[config.mk]
export PLATFORM = sky130hd
export DESIGN_NAME = addsub_serial
export DESIGN_NICKNAME = d
export VERILOG_FILES = /design/src/rtl/addsub_serial.sv
export SDC_FILE = /design/constraint.sdc
export NUM_CORES = 1
export LEC_CHECK = 0
export BUFFER_PORTS_ARGS = -buffer_cell sky130_fd_sc_hd__clkbuf_2
export CORE_MARGIN = 10
export CORE_UTILIZATION = 49
export DETAILED_ROUTE_END_ITERATION = 7
export PLACE_DENSITY = 0.74
export SETUP_SLACK_MARGIN = 0.5
export SLEW_MARGIN = 20
export SYNTH_ARGS = -nofsm -noshare
export SYNTH_HDL_FRONTEND = slang
export SYNTH_SLANG_ARGS = --single-unit
[constraint.sdc]
create_clock -name clk -period 1.35 [get_ports clk]
set_input_delay 0.27 -clock clk [delete_from_list [all_inputs] [get_ports clk]]
set_output_delay 0.27 -clock clk [all_outputs]
set_load 0.005 [all_outputs]
[src/rtl/addsub_serial.sv]
// addsub_serial: multi-cycle add/subtract unit.
// Operands are latched on an accepted start and then consumed DIGIT bits per
// clock, LSB digit first, through a DIGIT-bit adder slice. The full-width
// result, its carry-out and the signed overflow / zero flags are published
// together when the last digit completes, so they never show a partial sum.
module addsub_serial #(
   parameter int WIDTH = 8,
   parameter int DIGIT = 1
) (
   input  logic             clk,
   input  logic             rst_n,
   input  logic             start,
   input  logic             op,
   input  logic [WIDTH-1:0] a,
   input  logic [WIDTH-1:0] b,
   output logic             busy,
   output logic             done,
   output logic [WIDTH:0]   result,
   output logic             overflow,
   output logic             zero
);

   // Number of RUN cycles per operation and the step counter sizing.
   localparam int STEPS = WIDTH / DIGIT;
   localparam int CNT_W = (STEPS > 1) ? $clog2(STEPS) : 1;
   localparam logic [CNT_W-1:0] LAST_STEP = CNT_W'(STEPS - 1);

   // FSM encoding.
   localparam logic [1:0] ST_IDLE = 2'd0;
   localparam logic [1:0] ST_RUN  = 2'd1;
   localparam logic [1:0] ST_DONE = 2'd2;

   // Parameter legality: the digit must tile the operand exactly.
   generate
      if ((WIDTH < 2) || (DIGIT < 1) || ((WIDTH % DIGIT) != 0)) begin : g_param_check
         $error("addsub_serial: WIDTH must be >= 2 and a multiple of DIGIT");
      end
   endgenerate

   logic [1:0]       state_q;
   logic [1:0]       state_d;
   logic [WIDTH-1:0] a_sr;        // remaining digits of A
   logic [WIDTH-1:0] b_sr;        // remaining digits of B'
   logic [WIDTH-1:0] sum_sr;      // sum digits, filled from the top
   logic             carry_q;
   logic [CNT_W-1:0] cnt_q;
   logic             a_msb_q;     // sign of A, kept for the overflow test
   logic             b_msb_q;     // sign of B', kept for the overflow test

   logic             accept;
   logic             last_step;
   logic [WIDTH-1:0] b_eff;
   logic [DIGIT:0]   digit_sum;
   logic [WIDTH-1:0] sum_next;
   logic [WIDTH-1:0] a_next;
   logic [WIDTH-1:0] b_next;

   // A request is taken in IDLE and also in DONE, which gives back-to-back
   // operation without an idle gap.
   assign accept    = start && ((state_q == ST_IDLE) || (state_q == ST_DONE));
   assign last_step = (state_q == ST_RUN) && (cnt_q == LAST_STEP);

   // Subtraction is A + ~B + 1; the +1 enters as the initial carry.
   assign b_eff = op ? ~b : b;

   // Digit slice and shift datapath.
   always_comb begin
      // NOTE: every always_comb output gets a default first, so no path can
      // leave it unassigned and infer a latch.
      logic [WIDTH+DIGIT-1:0] sum_wide;
      logic [WIDTH+DIGIT-1:0] a_wide;
      logic [WIDTH+DIGIT-1:0] b_wide;
      digit_sum = '0;
      sum_next  = '0;
      a_next    = '0;
      b_next    = '0;

      digit_sum = {1'b0, a_sr[DIGIT-1:0]} + {1'b0, b_sr[DIGIT-1:0]}
                + {{DIGIT{1'b0}}, carry_q};

      // Widened concatenations keep the shifts legal even when DIGIT == WIDTH.
      sum_wide = {digit_sum[DIGIT-1:0], sum_sr};
      a_wide   = {{DIGIT{1'b0}}, a_sr};
      b_wide   = {{DIGIT{1'b0}}, b_sr};
      sum_next = sum_wide[WIDTH+DIGIT-1:DIGIT];
      a_next   = a_wide[WIDTH+DIGIT-1:DIGIT];
      b_next   = b_wide[WIDTH+DIGIT-1:DIGIT];
   end

   // Next-state selection for IDLE -> RUN -> DONE.
   always_comb begin
      state_d = state_q;
      case (state_q)
         ST_IDLE: if (accept)    state_d = ST_RUN;
         ST_RUN:  if (last_step) state_d = ST_DONE;
         ST_DONE: state_d = accept ? ST_RUN : ST_IDLE;
         default: state_d = ST_IDLE;
      endcase
   end

   // State register; reset mid-operation simply drops the job.
   always_ff @(posedge clk or negedge rst_n) begin
      // NOTE: sequential state uses non-blocking assignments so every
      // register samples pre-edge values regardless of statement order.
      if (!rst_n) begin
         state_q <= ST_IDLE;
      end else begin
         state_q <= state_d;
      end
   end

   // Operand latch, digit-serial accumulation and step counter.
   always_ff @(posedge clk or negedge rst_n) begin
      if (!rst_n) begin
         a_sr    <= '0;
         b_sr    <= '0;
         sum_sr  <= '0;
         carry_q <= 1'b0;
         cnt_q   <= '0;
         a_msb_q <= 1'b0;
         b_msb_q <= 1'b0;
      end else if (accept) begin
         a_sr    <= a;
         b_sr    <= b_eff;
         sum_sr  <= '0;
         carry_q <= op;
         cnt_q   <= '0;
         a_msb_q <= a[WIDTH-1];
         b_msb_q <= b_eff[WIDTH-1];
      end else if (state_q == ST_RUN) begin
         a_sr    <= a_next;
         b_sr    <= b_next;
         sum_sr  <= sum_next;
         carry_q <= digit_sum[DIGIT];
         cnt_q   <= cnt_q + CNT_W'(1);
      end
   end

   // Published result and flags: written only on the final RUN edge and
   // held through IDLE and the next RUN.
   always_ff @(posedge clk or negedge rst_n) begin
      if (!rst_n) begin
         result   <= '0;
         overflow <= 1'b0;
         zero     <= 1'b0;
      end else if (last_step) begin
         result   <= {digit_sum[DIGIT], sum_next};
         overflow <= (a_msb_q == b_msb_q) && (sum_next[WIDTH-1] != a_msb_q);
         zero     <= (sum_next == '0);
      end
   end

   // Handshake outputs decode directly from the state register.
   always_comb begin
      busy = (state_q == ST_RUN);
      done = (state_q == ST_DONE);
   end

endmodule

==> flow_summary.toml <==
[placed_design]
dpl_cell_area_um2 = 2150
dp_hpwl_mm = 2.81
port_buffers = 32
gp_congestion = 0.770

[finish]
fin_nets = 266
area_growth_pct = 61.5
n_antenna_cell = 0
n_fill_cell = 169
fin_area_um2 = 3000
layout-drive-gt1-share_pct = 61.1

[timing]
relSlewSlack_pct = 69.3
layout_worst_path_cycle_share_pct = 110
rsz0062_at_grt = "yes"
min_period_ps = 1490
worst_slack_ps = -138
finalHoldViolations = 16
tns_ps = -515
fin_skew_ps = 7.82
slew_viol_final = 0
timing.hold.ws_ps = -99.8
worst_slew_pin_slew_ps = 460
setup_viol = 14
fmax_mhz = 672

[global_routing]
gr-total-overflow = 0
grt_pass1_vias = 1801
antenna_found_initial = 0
grt_first_pass_wirelength_mm = 9.40
grt_max_degree = 27
grt_usage_pct = 18.7

[worst_setup_path]
crit_path_end = "overflow"
crit_path_end_kind = "flop"
r2r_end = "overflow"
regToRegSetupSlack_ps = -140
startpoint_type = "flop"
r2r_start = "b_sr[0]"
worstPathArrival_ps = 1690
required_ps = 1550
worst-setup-path-type = "reg2reg"
crit_fanout = 3
rr_worst_depth = 4
crit_start = "b_sr[0]"

[clocking]
cts.path.max_buffers = 2
htreeDepth = 2
cts_tree = "built"
cts_made_buffers = 5
cts_num_sinks = 42
clock-root-buffer = "clkbuf_8"
clk_latency_ps = 310
clk_pin_slew_ps = 80

[pwr]
power_leakage_nw = 1.48
netSwitchingPower_mw = 3.19
p_comb_share_pct = 57.7
seqPwrFrac_pct = 30.1
p_total_mw = 8.15
p_clk_share_pct = 12.2
power_per_cell_area_nw_per_um2 = 2720
ir_drop_v = 0.00149
swShare_pct = 39.2
intPower_mw = 4.96

[synth]
avgSynthCellArea_um2 = 11.1
ys_warn_count = 0
synth_area_um2 = 1860
synth-edff-count = 0
ys_seq_elements = 42
synth_area_leaders = "dfrtp_1, nand2_1, a22o_1"
synth_cell_types = 26
yosys.area.top_type = "dfrtp_1"
syn_nets = 191
yosys.area.top_type_share_pct = 56.6
synth_cells = 168
synth-main-ff-cell = "dfrtp_1"
synth_seq_area_share_pct = 56.6
async_flop_share_pct = 100

[route]
ant_nets = 0
vias = 1732
drc_errors = 0
totalWireLength_mm = 6.82
wire_per_inst_um = 23.4
drtPass1Iterations = 4
drt_iter0_markers = 235
vias_per_cell = 5.93

[floorplan]
rows = 22
die_area_um2 = 6650
die_h_um = 81.6
pin_count = 33
coreArea_um2 = 3660
fp.dieW_um = 81.6
initial_core_util_pct = 50.7

[run_status]
violations = "negative hold slack, negative setup slack"
status = "finished, violations left"

[run]
max-cap-violations = 0

[worst_hold_path]
min_path_type = "in2async"
==> repair_timing <==
| action | CTS | global route |
|---|---|---|
| resized for setup | 47 | 59 |
| setup buffers | 19 | 11 |
| cloned | 8 | 0 |
| endpoints found under the hold margin | 16 | 16 |
| endpoints found under the setup margin | 55 | 55 |
| pin swaps | 29 | 27 |
==> per-stage QoR <==
stage / std cells / setup WS [ps] / utilization, %
global route: 292 / -182 / 81.9
global placement: 246 / -104 / 58.7
floorplan: 168 / -87.8 / -
detailed placement: 246 / -176 / 58.7
finish: 292 / -138 / 81.9
CTS: 281 / -136 / 73.1
==> Yosys cell counts, types with 3 or more instances <==
cell and number:
buf_6 3, a22o_1 10, nand3_1 5, nor2_1 13, mux2_2 4, nand2_1 37
xor2_1 8, a31oi_1 12, buf_2 6, dfrtp_1 42, a22oi_1 3, mux2_4 5
==> critical path: stages, from the launching register on <==
cell	delay [ps]
dfrtp_1	410
fa_2	590
and3b_1	200
a21oi_2	110
o21ai_1	70
==> power groups by stage <==
stage | combinational [mW] | clock (mW) | sequential [mW]
after CTS | 3.56 | 0.992 | 2.32
after global routing | 4.96 | 1.05 | 2.49
after floorplan | 1.71 | 0 | 2.22
after global placement | 2.14 | 0 | 2.27
after detailed placement | 2.25 | 0 | 2.30
final | 4.70 | 0.998 | 2.45
==> logic make-up after synthesis <==
kind of cell	Yosys count	synth area share [%]
compound gates	30	11.3
xor+xnor	8	3.77
fa+ha+maj	3	2.43
buf+inv	12	4.24
flops	42	56.6
mux	9	6.47
simple gates	64	15.2
==> state kept, by name, indices dropped and copies added, names as in the netlist <==
signal / count
cnt_q: 3
a_sr: 8
carry_q: 1
a_msb_q: 1
state_q: 2
b_sr: 8
result: 9
sum_sr: 7
zero: 1
overflow: 1
b_msb_q: 1
==> per-layer routing <==
layer | track usage (%) | up-vias | part of all wire (%)
li1 | - | 734 | -
met1 | 21.7 | 844 | 36
met2 | 30.9 | 117 | 50
met3 | 5.13 | 37 | 8.9
met4 | 9.52 | 0 | 4.4
met5 | 0 | - | 0
==> worst min path at each step <==
stage	endpoint	slack (ps)
6_report	result[2]	-100
5_1_grt	result[0]	-80
4_1_cts	cnt_q[2]	-90
3_5_place_dp	result[2]	240
3_3_place_gp	result[2]	230
2_1_floorplan	a_msb_q	-30
==> layout make-up <==
class / count / area [um^2] / area share (%)
flip-flops and latches: 42 / 1050 / 35.1
multi-input cells: 118 / 1120 / 37.4
repair buffers: 72 / 609 / 20.3
clock inverters: 3 / 40.0 / 1.34
inverters: 2 / 20.0 / 0.668
repair inverters: 2 / 27.5 / 0.918
well taps: 48 / 60.1 / 2.00
clock buffers: 5 / 68.8 / 2.29
==> cells in the final DEF (no fill, tap or decap), types with 3 or more instances in the layout <==
master    instances
buf_2            11
a22o_1           10
buf_4            22
a22oi_2           3
nand3_2           3
a31oi_1           5
mux2_4            9
nand2_2          16
nand2_1          11
buf_6            11
a31oi_4           7
nand2_4          10
clkbuf_8          5
dfrtp_1          41
buf_12            4
nand2b_4          4
xor2_1            8
clkbuf_2         20
nor2_1           13
(Power assumes the default switching activity.)
